==> config.mk <==
export PLATFORM = sky130hd
export DESIGN_NAME = corr_acc_ntap
export DESIGN_NICKNAME = d
export VERILOG_FILES = /design/src/rtl/corr_acc_ntap.sv
export SDC_FILE = /design/constraint.sdc
export NUM_CORES = 1
export LEC_CHECK = 0
export ABC_AREA = 1
export CORE_MARGIN = 2
export CORE_UTILIZATION = 45
export CTS_BUF_LIST = sky130_fd_sc_hd__clkbuf_2
export DETAILED_ROUTE_END_ITERATION = 10
export MAX_ROUTING_LAYER = met4
export SLEW_MARGIN = 5
export SYNTH_ARGS = -nofsm -noshare
export SYNTH_HDL_FRONTEND = slang
export SYNTH_SLANG_ARGS = --single-unit
==> constraint.sdc <==
create_clock -name pclk -period 4.09 [get_ports pclk]
set_input_delay 0.818 -clock pclk [delete_from_list [all_inputs] [get_ports pclk]]
set_output_delay 0.818 -clock pclk [all_outputs]
set_load 0.01 [all_outputs]
==> src/rtl/corr_acc_ntap.sv <==
// corr_acc_ntap
// -------------
// N-tap I/Q correlation accumulator. Per-tap signed products coming from the
// mixer/PRN multiplier stage are integrated over one code epoch. At the end
// of each epoch the integrated values are dumped into readable registers and
// a dump-ready / IRQ handshake is raised. The dump counter is snapshotted on
// a measurement-fix strobe.
//
// Configuration macro: CORR_ACC_SAT_EN
//   defined   : accumulation clamps to the signed ACC_W range, sat reports
//               whether any clamp happened during the dumped epoch
//   undefined : two's complement wrap modulo 2^ACC_W, sat tied low
//
// Ports:
//   pclk        processing clock
//   resetn      asynchronous active-low reset
//   en          channel enable
//   prod_valid  products valid this cycle
//   prod_i      packed signed I products, tap k at [k*IN_W +: IN_W]
//   prod_q      packed signed Q products, same packing
//   epoch       one-cycle end-of-code strobe
//   fix_pulse   one-cycle measurement-fix strobe
//   rd_tap      readout tap select (out-of-range selects read 0)
//   rd_ack      one-cycle software acknowledge of a dump
//   rd_i/rd_q   dumped I/Q value of the selected tap (combinational mux)
//   dump_rdy    dump valid and not yet acknowledged
//   overrun     sticky: a dump overwrote an unacknowledged dump
//   irq         one-cycle pulse per dump
//   dump_cnt    number of dumps since enable
//   fix_cnt     dump_cnt captured at fix_pulse
//   sat         saturation occurred in the currently dumped epoch

module corr_acc_ntap #(
  parameter int NTAPS = 3,
  parameter int IN_W  = 4,
  parameter int ACC_W = 24,
  parameter int CNT_W = 16,
  localparam int RD_W = (NTAPS > 1) ? $clog2(NTAPS) : 1
) (
  input  logic                    pclk,
  input  logic                    resetn,
  input  logic                    en,
  input  logic                    prod_valid,
  input  logic [NTAPS*IN_W-1:0]   prod_i,
  input  logic [NTAPS*IN_W-1:0]   prod_q,
  input  logic                    epoch,
  input  logic                    fix_pulse,
  input  logic [RD_W-1:0]         rd_tap,
  input  logic                    rd_ack,
  output logic [ACC_W-1:0]        rd_i,
  output logic [ACC_W-1:0]        rd_q,
  output logic                    dump_rdy,
  output logic                    overrun,
  output logic                    irq,
  output logic [CNT_W-1:0]        dump_cnt,
  output logic [CNT_W-1:0]        fix_cnt,
  output logic                    sat
);

  typedef enum logic [1:0] {
    ST_IDLE = 2'd0,
    ST_SYNC = 2'd1,
    ST_RUN  = 2'd2
  } state_t;

  typedef logic [NTAPS-1:0][ACC_W-1:0] tap_vec_t;

  localparam tap_vec_t        TAPS_ZERO = {(NTAPS*ACC_W){1'b0}};
  localparam logic [CNT_W-1:0] CNT_ZERO = {CNT_W{1'b0}};
  localparam logic [CNT_W-1:0] CNT_ONE  = {{(CNT_W-1){1'b0}}, 1'b1};

  // Sign-extend one product to accumulator width.
  function automatic logic [ACC_W-1:0] sext_prod(input logic [IN_W-1:0] p);
    return {{(ACC_W-IN_W){p[IN_W-1]}}, p};
  endfunction

`ifdef CORR_ACC_SAT_EN
  localparam logic [ACC_W-1:0] ACC_MAX = {1'b0, {(ACC_W-1){1'b1}}};
  localparam logic [ACC_W-1:0] ACC_MIN = {1'b1, {(ACC_W-1){1'b0}}};

  // Clamped add; MSB of the result flags that a clamp happened.
  function automatic logic [ACC_W:0] add_sat(input logic [ACC_W-1:0] a,
                                             input logic [IN_W-1:0]  p);
    logic [ACC_W-1:0] ext;
    logic [ACC_W:0]   raw;
    ext = sext_prod(p);
    raw = {a[ACC_W-1], a} + {ext[ACC_W-1], ext};
    // Overflow when the extra sign bit disagrees with the result sign bit.
    if (raw[ACC_W] != raw[ACC_W-1]) begin
      if (raw[ACC_W]) begin
        return {1'b1, ACC_MIN};
      end else begin
        return {1'b1, ACC_MAX};
      end
    end else begin
      return {1'b0, raw[ACC_W-1:0]};
    end
  endfunction
`else
  // Plain two's complement add, wraps modulo 2^ACC_W.
  function automatic logic [ACC_W-1:0] add_wrap(input logic [ACC_W-1:0] a,
                                                input logic [IN_W-1:0]  p);
    return a + sext_prod(p);
  endfunction
`endif

  state_t           state_q, state_d;
  tap_vec_t         acc_i_q, acc_i_d, acc_q_q, acc_q_d;
  tap_vec_t         dump_i_q, dump_i_d, dump_q_q, dump_q_d;
  tap_vec_t         sum_i_s, sum_q_s;
  logic             dump_rdy_q, dump_rdy_d;
  logic             overrun_q, overrun_d;
  logic             irq_q, irq_d;
  logic [CNT_W-1:0] dump_cnt_q, dump_cnt_d;
  logic [CNT_W-1:0] fix_cnt_q, fix_cnt_d;
  logic             dump_s;
  logic [ACC_W-1:0] rd_i_s, rd_q_s;
`ifdef CORR_ACC_SAT_EN
  logic             sat_q, sat_d;
  logic             sat_flag_q, sat_flag_d;
  logic             clamp_s;
  logic [ACC_W:0]   tmp_i_s, tmp_q_s;
`endif

  // Per-tap running sum: accumulator plus this cycle's product when valid.
  always_comb begin
    sum_i_s = acc_i_q;
    sum_q_s = acc_q_q;
`ifdef CORR_ACC_SAT_EN
    clamp_s = 1'b0;
    tmp_i_s = {(ACC_W+1){1'b0}};
    tmp_q_s = {(ACC_W+1){1'b0}};
`endif
    for (int k = 0; k < NTAPS; k++) begin
      if (prod_valid) begin
`ifdef CORR_ACC_SAT_EN
        tmp_i_s    = add_sat(acc_i_q[k], prod_i[k*IN_W +: IN_W]);
        tmp_q_s    = add_sat(acc_q_q[k], prod_q[k*IN_W +: IN_W]);
        sum_i_s[k] = tmp_i_s[ACC_W-1:0];
        sum_q_s[k] = tmp_q_s[ACC_W-1:0];
        clamp_s    = clamp_s | tmp_i_s[ACC_W] | tmp_q_s[ACC_W];
`else
        sum_i_s[k] = add_wrap(acc_i_q[k], prod_i[k*IN_W +: IN_W]);
        sum_q_s[k] = add_wrap(acc_q_q[k], prod_q[k*IN_W +: IN_W]);
`endif
      end else begin
        sum_i_s[k] = acc_i_q[k];
        sum_q_s[k] = acc_q_q[k];
      end
    end
  end

  // FSM next state, accumulator/dump update and handshake bookkeeping.
  always_comb begin
    state_d    = state_q;
    acc_i_d    = acc_i_q;
    acc_q_d    = acc_q_q;
    dump_i_d   = dump_i_q;
    dump_q_d   = dump_q_q;
    dump_rdy_d = dump_rdy_q;
    overrun_d  = overrun_q;
    dump_cnt_d = dump_cnt_q;
    fix_cnt_d  = fix_cnt_q;
    dump_s     = 1'b0;
`ifdef CORR_ACC_SAT_EN
    sat_d      = sat_q;
    sat_flag_d = sat_flag_q;
`endif

    case (state_q)
      ST_IDLE: begin
        acc_i_d = TAPS_ZERO;
        acc_q_d = TAPS_ZERO;
`ifdef CORR_ACC_SAT_EN
        sat_flag_d = 1'b0;
`endif
        if (en) begin
          state_d    = ST_SYNC;
          dump_cnt_d = CNT_ZERO;
        end else begin
          state_d = ST_IDLE;
        end
      end
      // Partial first epoch: everything discarded until the first epoch.
      ST_SYNC: begin
        acc_i_d = TAPS_ZERO;
        acc_q_d = TAPS_ZERO;
`ifdef CORR_ACC_SAT_EN
        sat_flag_d = 1'b0;
`endif
        if (!en) begin
          state_d = ST_IDLE;
        end else if (epoch) begin
          state_d = ST_RUN;
        end else begin
          state_d = ST_SYNC;
        end
      end
      ST_RUN: begin
        if (!en) begin
          state_d = ST_IDLE;
          acc_i_d = TAPS_ZERO;
          acc_q_d = TAPS_ZERO;
        end else if (epoch) begin
          // The epoch-cycle product still belongs to the ending epoch.
          dump_s     = 1'b1;
          dump_i_d   = sum_i_s;
          dump_q_d   = sum_q_s;
          acc_i_d    = TAPS_ZERO;
          acc_q_d    = TAPS_ZERO;
          dump_cnt_d = dump_cnt_q + CNT_ONE;
`ifdef CORR_ACC_SAT_EN
          sat_d      = sat_flag_q | clamp_s;
          sat_flag_d = 1'b0;
`endif
        end else begin
          acc_i_d = sum_i_s;
          acc_q_d = sum_q_s;
`ifdef CORR_ACC_SAT_EN
          sat_flag_d = sat_flag_q | clamp_s;
`endif
        end
      end
      default: begin
        state_d = ST_IDLE;
        acc_i_d = TAPS_ZERO;
        acc_q_d = TAPS_ZERO;
      end
    endcase

    // A same-cycle dump wins over the acknowledge for dump_rdy.
    if (dump_s) begin
      dump_rdy_d = 1'b1;
    end else if (rd_ack) begin
      dump_rdy_d = 1'b0;
    end else begin
      dump_rdy_d = dump_rdy_q;
    end

    // An acknowledge in the dump cycle means the old dump was consumed.
    if (rd_ack) begin
      overrun_d = 1'b0;
    end else if (dump_s && dump_rdy_q) begin
      overrun_d = 1'b1;
    end else begin
      overrun_d = overrun_q;
    end

    // Snapshot the post-update count so a coincident dump is included.
    if (fix_pulse) begin
      fix_cnt_d = dump_cnt_d;
    end else begin
      fix_cnt_d = fix_cnt_q;
    end

    irq_d = dump_s;
  end

  // State and datapath registers.
  always_ff @(posedge pclk or negedge resetn) begin
    if (!resetn) begin
      state_q    <= ST_IDLE;
      acc_i_q    <= TAPS_ZERO;
      acc_q_q    <= TAPS_ZERO;
      dump_i_q   <= TAPS_ZERO;
      dump_q_q   <= TAPS_ZERO;
      dump_rdy_q <= 1'b0;
      overrun_q  <= 1'b0;
      irq_q      <= 1'b0;
      dump_cnt_q <= CNT_ZERO;
      fix_cnt_q  <= CNT_ZERO;
`ifdef CORR_ACC_SAT_EN
      sat_q      <= 1'b0;
      sat_flag_q <= 1'b0;
`endif
    end else begin
      state_q    <= state_d;
      acc_i_q    <= acc_i_d;
      acc_q_q    <= acc_q_d;
      dump_i_q   <= dump_i_d;
      dump_q_q   <= dump_q_d;
      dump_rdy_q <= dump_rdy_d;
      overrun_q  <= overrun_d;
      irq_q      <= irq_d;
      dump_cnt_q <= dump_cnt_d;
      fix_cnt_q  <= fix_cnt_d;
`ifdef CORR_ACC_SAT_EN
      sat_q      <= sat_d;
      sat_flag_q <= sat_flag_d;
`endif
    end
  end

  // Readout mux; selects beyond the last tap read as zero.
  always_comb begin
    if (int'(rd_tap) < NTAPS) begin
      rd_i_s = dump_i_q[rd_tap];
      rd_q_s = dump_q_q[rd_tap];
    end else begin
      rd_i_s = {ACC_W{1'b0}};
      rd_q_s = {ACC_W{1'b0}};
    end
  end

  assign rd_i     = rd_i_s;
  assign rd_q     = rd_q_s;
  assign dump_rdy = dump_rdy_q;
  assign overrun  = overrun_q;
  assign irq      = irq_q;
  assign dump_cnt = dump_cnt_q;
  assign fix_cnt  = fix_cnt_q;
`ifdef CORR_ACC_SAT_EN
  assign sat      = sat_q;
`else
  assign sat      = 1'b0;
`endif

endmodule
==> impl_metrics.csv, run 1 <==
group,metric,value,unit
status,status,"finished clean",
clock_tree,insertion_delay,1.14,ns
place,dpl_cell_area,0.02588,mm²
finish,num-nets-final,4043,
sta,maxSlewViolCount,0,
setup_path,cp_cell_sequence,"buf_2, clkinv_2, buf_4, nor2_1, o32ai_1, buf_4, clkdlybuf4s50_1",
setup_path,cp.arrival,3.00,ns
sta,maxSlewHeadroom,32.98,%
clock_tree,cts_sinks,325,
synth,avgSynthCellArea,6.422,µm²
power_and_ir_drop,leakage,15.09,nW
synth,synth.ff_latch_count,325,
place,hpwl,52930,µm
setup_path,path_max_fanout,33,
routing,dr_wl_met2,31750,µm
setup_path,cp-end-kind,"output port",
setup_path,crit_type,"in2out",
clock_tree,clk_path_buf_depth,3,
grt,grt_max_degree,215,
setup_path,cp_slowest_cell,"o32ai_1",
setup_path,cpMostUsedCell,"buf_4",
sta,post-route-period-util,93.46,%
synth,synthAdderAreaFrac,7.757,%
finish,layout-drive-gt1-share,6.633,%
routing,m1WireLength,34080,µm
place,gp_congestion,0.9193,
synth,yosysSeqAreaShare,33.93,%
clock_tree,cts_htree_levels,3,
synth,synth_top_family_by_area,"simple AND/OR/NAND/NOR gates",
synth,synth.distinct_cells,41,
setup_path,required,3.27,ns
routing,post_drt_wl_per_cell,15.21,µm
clock_tree,cts_tree,"done",
power_and_ir_drop,powerDensity,308.8,mW/mm²
clock_tree,cts_buffers,91,
clock_tree,postCtsSetupBuffers,0,
routing,drt_iter0_drc,1572,
sta,setup_violations,0,
grt,overflow,0,
sta,finalCriticalPeriod,3.822,ns
routing,vias,22950,
routing,viasPerCell,4.959,
power_and_ir_drop,irDropWorstVdd,0.2217,mV
synth,syn_inst,3732,
floorplan,io_pins,117,
setup_path,crit_start,"rd_tap[0]",
synth,synth_edf_count,0,
sta,tightest_slew,1.005,ns
clock_tree,ctsRootBufferMaster,"clkbuf_2",
floorplan,fp.dieW,234.8,µm
synth,yosys_warnings,0,
floorplan,core,0.05266,mm²
place,portBuffers,115,
routing,route.met3.wl,2862,µm
sta,fin_ws,0.2676,ns
routing,top_layer,"met4",
finish,utilization,50.88,%
sta,rsz0062_at_grt,"no",
clock_tree,clk_pin_slew,0.11,ns
sta,max_clock_freq,0.2616,GHz
clock_tree,postCtsHoldBufs,1,
finish,syn_to_final_growth,11.79,%
synth,synthArstFlopShare,100.0,%
place,place_ws,0.3895,ns
floorplan,rows,84,
clock_tree,cts-resized-gates,0,
routing,postRouteAntennaNets,0,
synth,synth_ff_type,"dfrtp_1",
sta,holdWs,0.2435,ns
floorplan,initial_core_util,45.52,%
finish,fin_area,0.02679,mm²
synth,synth_area,0.02397,mm²
min_path,hold_path_class,"in2async",
sta,clock_skew,0.08963,ns
setup_path,reg2reg_from,"acc_i_q[24]",
synth,synthSimpleGateAreaFrac,38.88,%
sta,hold_viol,0,
setup_path,crit_path_start_kind,"input pin",
floorplan,die_area,0.05512,mm²
grt,grt_pass1_vias,22050,
grt,antenna_found_initial,3,
routing,drc_errors,0,
synth,synth-compound-area-share,7.340,%
synth,syn-num-nets,3910,
synth,synth_mux_area_share,0.3759,%
routing,wl,70390,µm
grt,track_usage,26.46,%
sta,finalSetupTns,0,ns
setup_path,slowest_delay,0.55,ns
floorplan,die_h,234.8,µm
job,drv_cap,0,
grt,grt_pass1_wl,115000,µm
routing,drt_pre_antenna_iters,6,
synth,synth_xor_xnor_area_share,1.535,%
## metrics by stage
stage | total power, mW | cells
floorplan | 4.949 | 3732
global placement | 5.726 | 4459
detailed placement | 5.733 | 4459
CTS | 8.397 | 4623
global route | 8.838 | 4627
finish | 8.275 | 4628
## synth_stat cells, drive strengths merged (4+ instances only)
cell       n  area share (%)
nand2   1316              21
inv      534             8.4
nor2     427             6.8
nand3    346             7.2
dfrtp    325              34
o21ai    172             3.6
ha       139             7.3
a21oi     83             1.7
or2       80             2.1
clkbuf    71             1.1
o31ai     46             1.4
nand4     45             1.2
xnor2     38             1.4
buf       35            0.69
nor3      21            0.44
nand3b    12            0.38
mux2i      9            0.38
a21o       8            0.25
fa         6            0.50
and2       4            0.10
xor2       4            0.15
## registers in the layout, indices dropped and copies added, names as in the netlist
| signal | cells |
|---|---|
| acc_i_q | 72 |
| acc_q_q | 72 |
| dump_cnt | 16 |
| dump_i_q | 72 |
| dump_q_q | 72 |
| dump_rdy | 1 |
| fix_cnt | 16 |
| irq | 1 |
| overrun | 1 |
| state_q | 2 |
## power by group
| group | leakage (nW) | total, mW | switching (mW) | internal [mW] |
|---|---|---|---|---|
| Combinational | 10.0 | 1.70 | 1.02 | 0.678 |
| Clock | 0.647 | 2.60 | 1.52 | 1.08 |
| Sequential | 4.39 | 3.98 | 0.338 | 3.64 |
## worst paths after layout
path | to | slack [ns] | cells after the start
max | rd_q[6] | 0.27 | 7
min | dump_q_q[27] | 0.24 | 2
max reg2reg | dump_i_q[36] | 1.72 | 13
min reg2reg | fix_cnt[9] | 0.49 | 2
max in group asynchronous | acc_i_q[67] | 2.90 | 3
min in group pclk | overrun | 0.33 | 2
## worst max-delay path, delay by kind of cell
| family | cells | cell delay [ns] |
|---|---|---|
| and+or+nand+nor | 1 | 0.07 |
| buffers and inverters | 5 | 1.56 |
| AOI/OAI and AO/OA | 1 | 0.55 |
## kinds of logic after synthesis
kind of cell | Yosys count
flops | 325
compound gates | 319
simple gates | 2251
buf+inv | 640
other cells | 1
fa+ha+maj | 145
mux | 9
xor+xnor | 42
## layout by cell type, fill, tap and decap left out, drive strengths merged, types with 8 or more instances in the layout
master	instances
nand2	1316
inv	535
nor2	427
nand3	346
dfrtp	325
o21ai	172
ha	139
clkbuf	124
clkdlybuf4s50	111
a21oi	83
or2	80
o31ai	46
nand4	45
xnor2	38
clkinv	34
buf	33
nor3	21
nand3b	12
mux2i	9
a21o	8
## final cells by class
class,count,area [µm²]
antenna,5,12.51
clock buffer,123,615.6
clock inverter,40,272.8
fill,5515,25860
inverter,534,2011
multi-input combinational,2767,13400
sequential,325,8133
tap,688,860.8
timing repair buffer,146,1488
## per-layer routing
metal | track usage, % | vias up
met4 | 7.614 | 0
met1 | 35.36 | 10440
met2 | 41.31 | 380
li1 | - | 12030
met3 | 4.500 | 105
met5 | - | -
No activity file was read; power rests on OpenSTA's default activity.
==> run 2: changes to the inputs <==
--- a/config.mk
+++ b/config.mk
@@ -6,9 +6,10 @@
 export NUM_CORES = 1
 export LEC_CHECK = 0
 export ABC_AREA = 1
+export CAP_MARGIN = 20
 export CORE_MARGIN = 2
 export CORE_UTILIZATION = 45
-export CTS_BUF_LIST = sky130_fd_sc_hd__clkbuf_2
+export CTS_BUF_LIST = sky130_fd_sc_hd__clkbuf_16
 export DETAILED_ROUTE_END_ITERATION = 10
 export MAX_ROUTING_LAYER = met4
 export SLEW_MARGIN = 5
==> impl_metrics.csv, run 2 (same netlist as run 1, synthesis figures left out) <==
group,metric,value,unit
status,status,"finished clean",
finish,syn_to_final_growth,13.62,%
floorplan,core,0.05266,mm²
power_and_ir_drop,switching_power,2.847,mW
routing,postRouteAntennaNets,0,
grt,grt_max_degree,215,
setup_path,crit_type,"in2out",
routing,drc_errors,0,
setup_path,path_max_fanout,33,
setup_path,required,3.27,ns
power_and_ir_drop,seq_power_share,42.5,%
setup_path,crit_family,"buffers and inverters",
power_and_ir_drop,swShare,30.35,%
setup_path,cp-end-kind,"output port",
place,dpl_cell_area,0.02588,mm²
floorplan,io_pins,117,
clock_tree,cts_buffers,40,
setup_path,slowest_delay,0.52,ns
routing,post_drt_wl_per_cell,15.44,µm
clock_tree,ctsRootBufferMaster,"clkbuf_16",
grt,grt_pass1_vias,21620,
finish,layout_commonest_cell,"nand2_1",
floorplan,initial_core_util,45.52,%
clock_tree,cts-resized-gates,0,
power_and_ir_drop,p_int,6.532,mW
sta,holdWs,0.2039,ns
routing,viasPerCell,4.998,
floorplan,die_h,234.8,µm
grt,overflow,0,
floorplan,rows,84,
routing,drt_iter0_drc,1566,
floorplan,die_area,0.05512,mm²
setup_path,crit_path_start_kind,"input pin",
sta,rsz0062_at_grt,"no",
clock_tree,clk_pin_slew,0.06,ns
setup_path,cp.arrival,2.96,ns
setup_path,cpMostUsedCell,"buf_4",
setup_path,critPathBufInv,5,
routing,wl,69990,µm
clock_tree,postCtsSetupBuffers,0,
place,portBuffers,115,
sta,tightest_slew,1.017,ns
clock_tree,cts_tree,"done",
power_and_ir_drop,powerDensity,344.4,mW/mm²
routing,vias,22650,
sta,hold_viol,0,
clock_tree,insertion_delay,0.58,ns
power_and_ir_drop,pwr-share-clk,39.4,%
sta,maxSlewHeadroom,32.20,%
routing,drt_pre_antenna_iters,6,
grt,antenna_found_initial,1,
place,place_ws,0.3895,ns
clock_tree,postCtsHoldBufs,0,
power_and_ir_drop,irDropWorstVdd,0.3595,mV
place,hpwl,52930,µm
clock_tree,clk_path_buf_depth,3,
setup_path,cp_cell_sequence,"buf_2, clkinv_2, buf_4, nor2_1, o32ai_1, buf_4, clkdlybuf4s50_1",
finish,fin_area,0.02723,mm²
min_path,hold_path_class,"in2async",
sta,clock_skew,0.01542,ns
sta,finalSetupTns,0,ns
finish,layout-drive-gt1-share,4.840,%
power_and_ir_drop,leakage,15.11,nW
finish,num-nets-final,3991,
sta,max_clock_freq,0.2646,GHz
power_and_ir_drop,combinationalPowerShare,18.1,%
grt,track_usage,26.20,%
setup_path,cp_slowest_cell,"o32ai_1",
clock_tree,cts_htree_levels,2,
sta,setup_violations,0,
place,gp_congestion,0.9193,
sta,post-route-period-util,92.39,%
floorplan,fp.dieW,234.8,µm
job,drv_cap,0,
clock_tree,cts_sinks,325,
sta,fin_ws,0.3112,ns
grt,grt_pass1_wl,114200,µm
sta,maxSlewViolCount,0,
sta,finalCriticalPeriod,3.779,ns
finish,final_cell_mix,"1314 x nand2_1, 537 x inv_1, 424 x nor2_1",
-- run 2: cell types whose count changed in the layout (fill, tap and decap cells not counted), sizes merged --
cell / delta
clkinv: -19
dlygate4sd3: -1
inv: +5
clkbuf: -82
clkinvlp: +3
diode: -4
bufinv: +2
-- run 2: path summary, 6_finish.rpt --
check	from	to	slack [ns]	depth (start not counted)
setup reg to reg	acc_i_q[24]	dump_i_q[36]	1.67	13
max in group asynchronous	resetn	acc_q_q[12]	3.00	2
hold reg to reg	fix_cnt[9]	fix_cnt[9]	0.48	2
min in group pclk	fix_cnt[9]	fix_cnt[9]	0.48	2
setup / recovery	rd_tap[0]	rd_q[6]	0.31	7
hold / removal	resetn	acc_i_q[56]	0.20	1
-- run 2: stage by stage --
stage | cells | util, % | power [mW]
finish | 4532 | 51.72 | 9.379
global placement | 4459 | 49.15 | 5.726
detailed placement | 4459 | 49.15 | 5.733
floorplan | 3732 | - | 4.949
CTS | 4531 | 51.72 | 9.491
global route | 4532 | 51.72 | 9.874
-- run 2: final cells by class --
class | count | area (µm²)
multi-input combinational | 2767 | 13400
clock inverter | 31 | 322.8
inverter | 534 | 2011
sequential | 325 | 8133
fill | 5402 | 25420
antenna | 1 | 2.502
clock buffer | 41 | 1026
timing repair buffer | 145 | 1478
tap | 688 | 860.8
-- run 2: worst reg2reg max path, stage by stage, from the launching register on --
cell and delay, ns:
dfrtp_1 0.34, ha_1 0.28, inv_1 0.10, fa_1 0.42, inv_1 0.13, nand3_1 0.08
nand3_1 0.23, nand2_1 0.09, nand2_1 0.13, nand2_1 0.09, nand3_1 0.08, nand3_1 0.09
nand2_1 0.11, o21ai_0 0.08
-- run 2: power by group through the flow --
stage	combinational (mW)	sequential, mW	clock, mW
6_report	1.70	3.98	3.70
4_1_cts	1.71	3.98	3.80
5_1_grt	1.94	4.03	3.91
2_1_floorplan	1.08	3.87	0
3_5_place_dp	1.71	4.03	0
3_3_place_gp	1.69	4.03	0
-- run 2: routing by layer --
metal	vias to the layer above	global-route usage [%]	share of wire, %
li1	11870	-	-
met1	10330	35.64	49
met2	371	41.39	45
met3	87	3.266	3.9
met4	0	6.847	2.4
met5	-	-	0
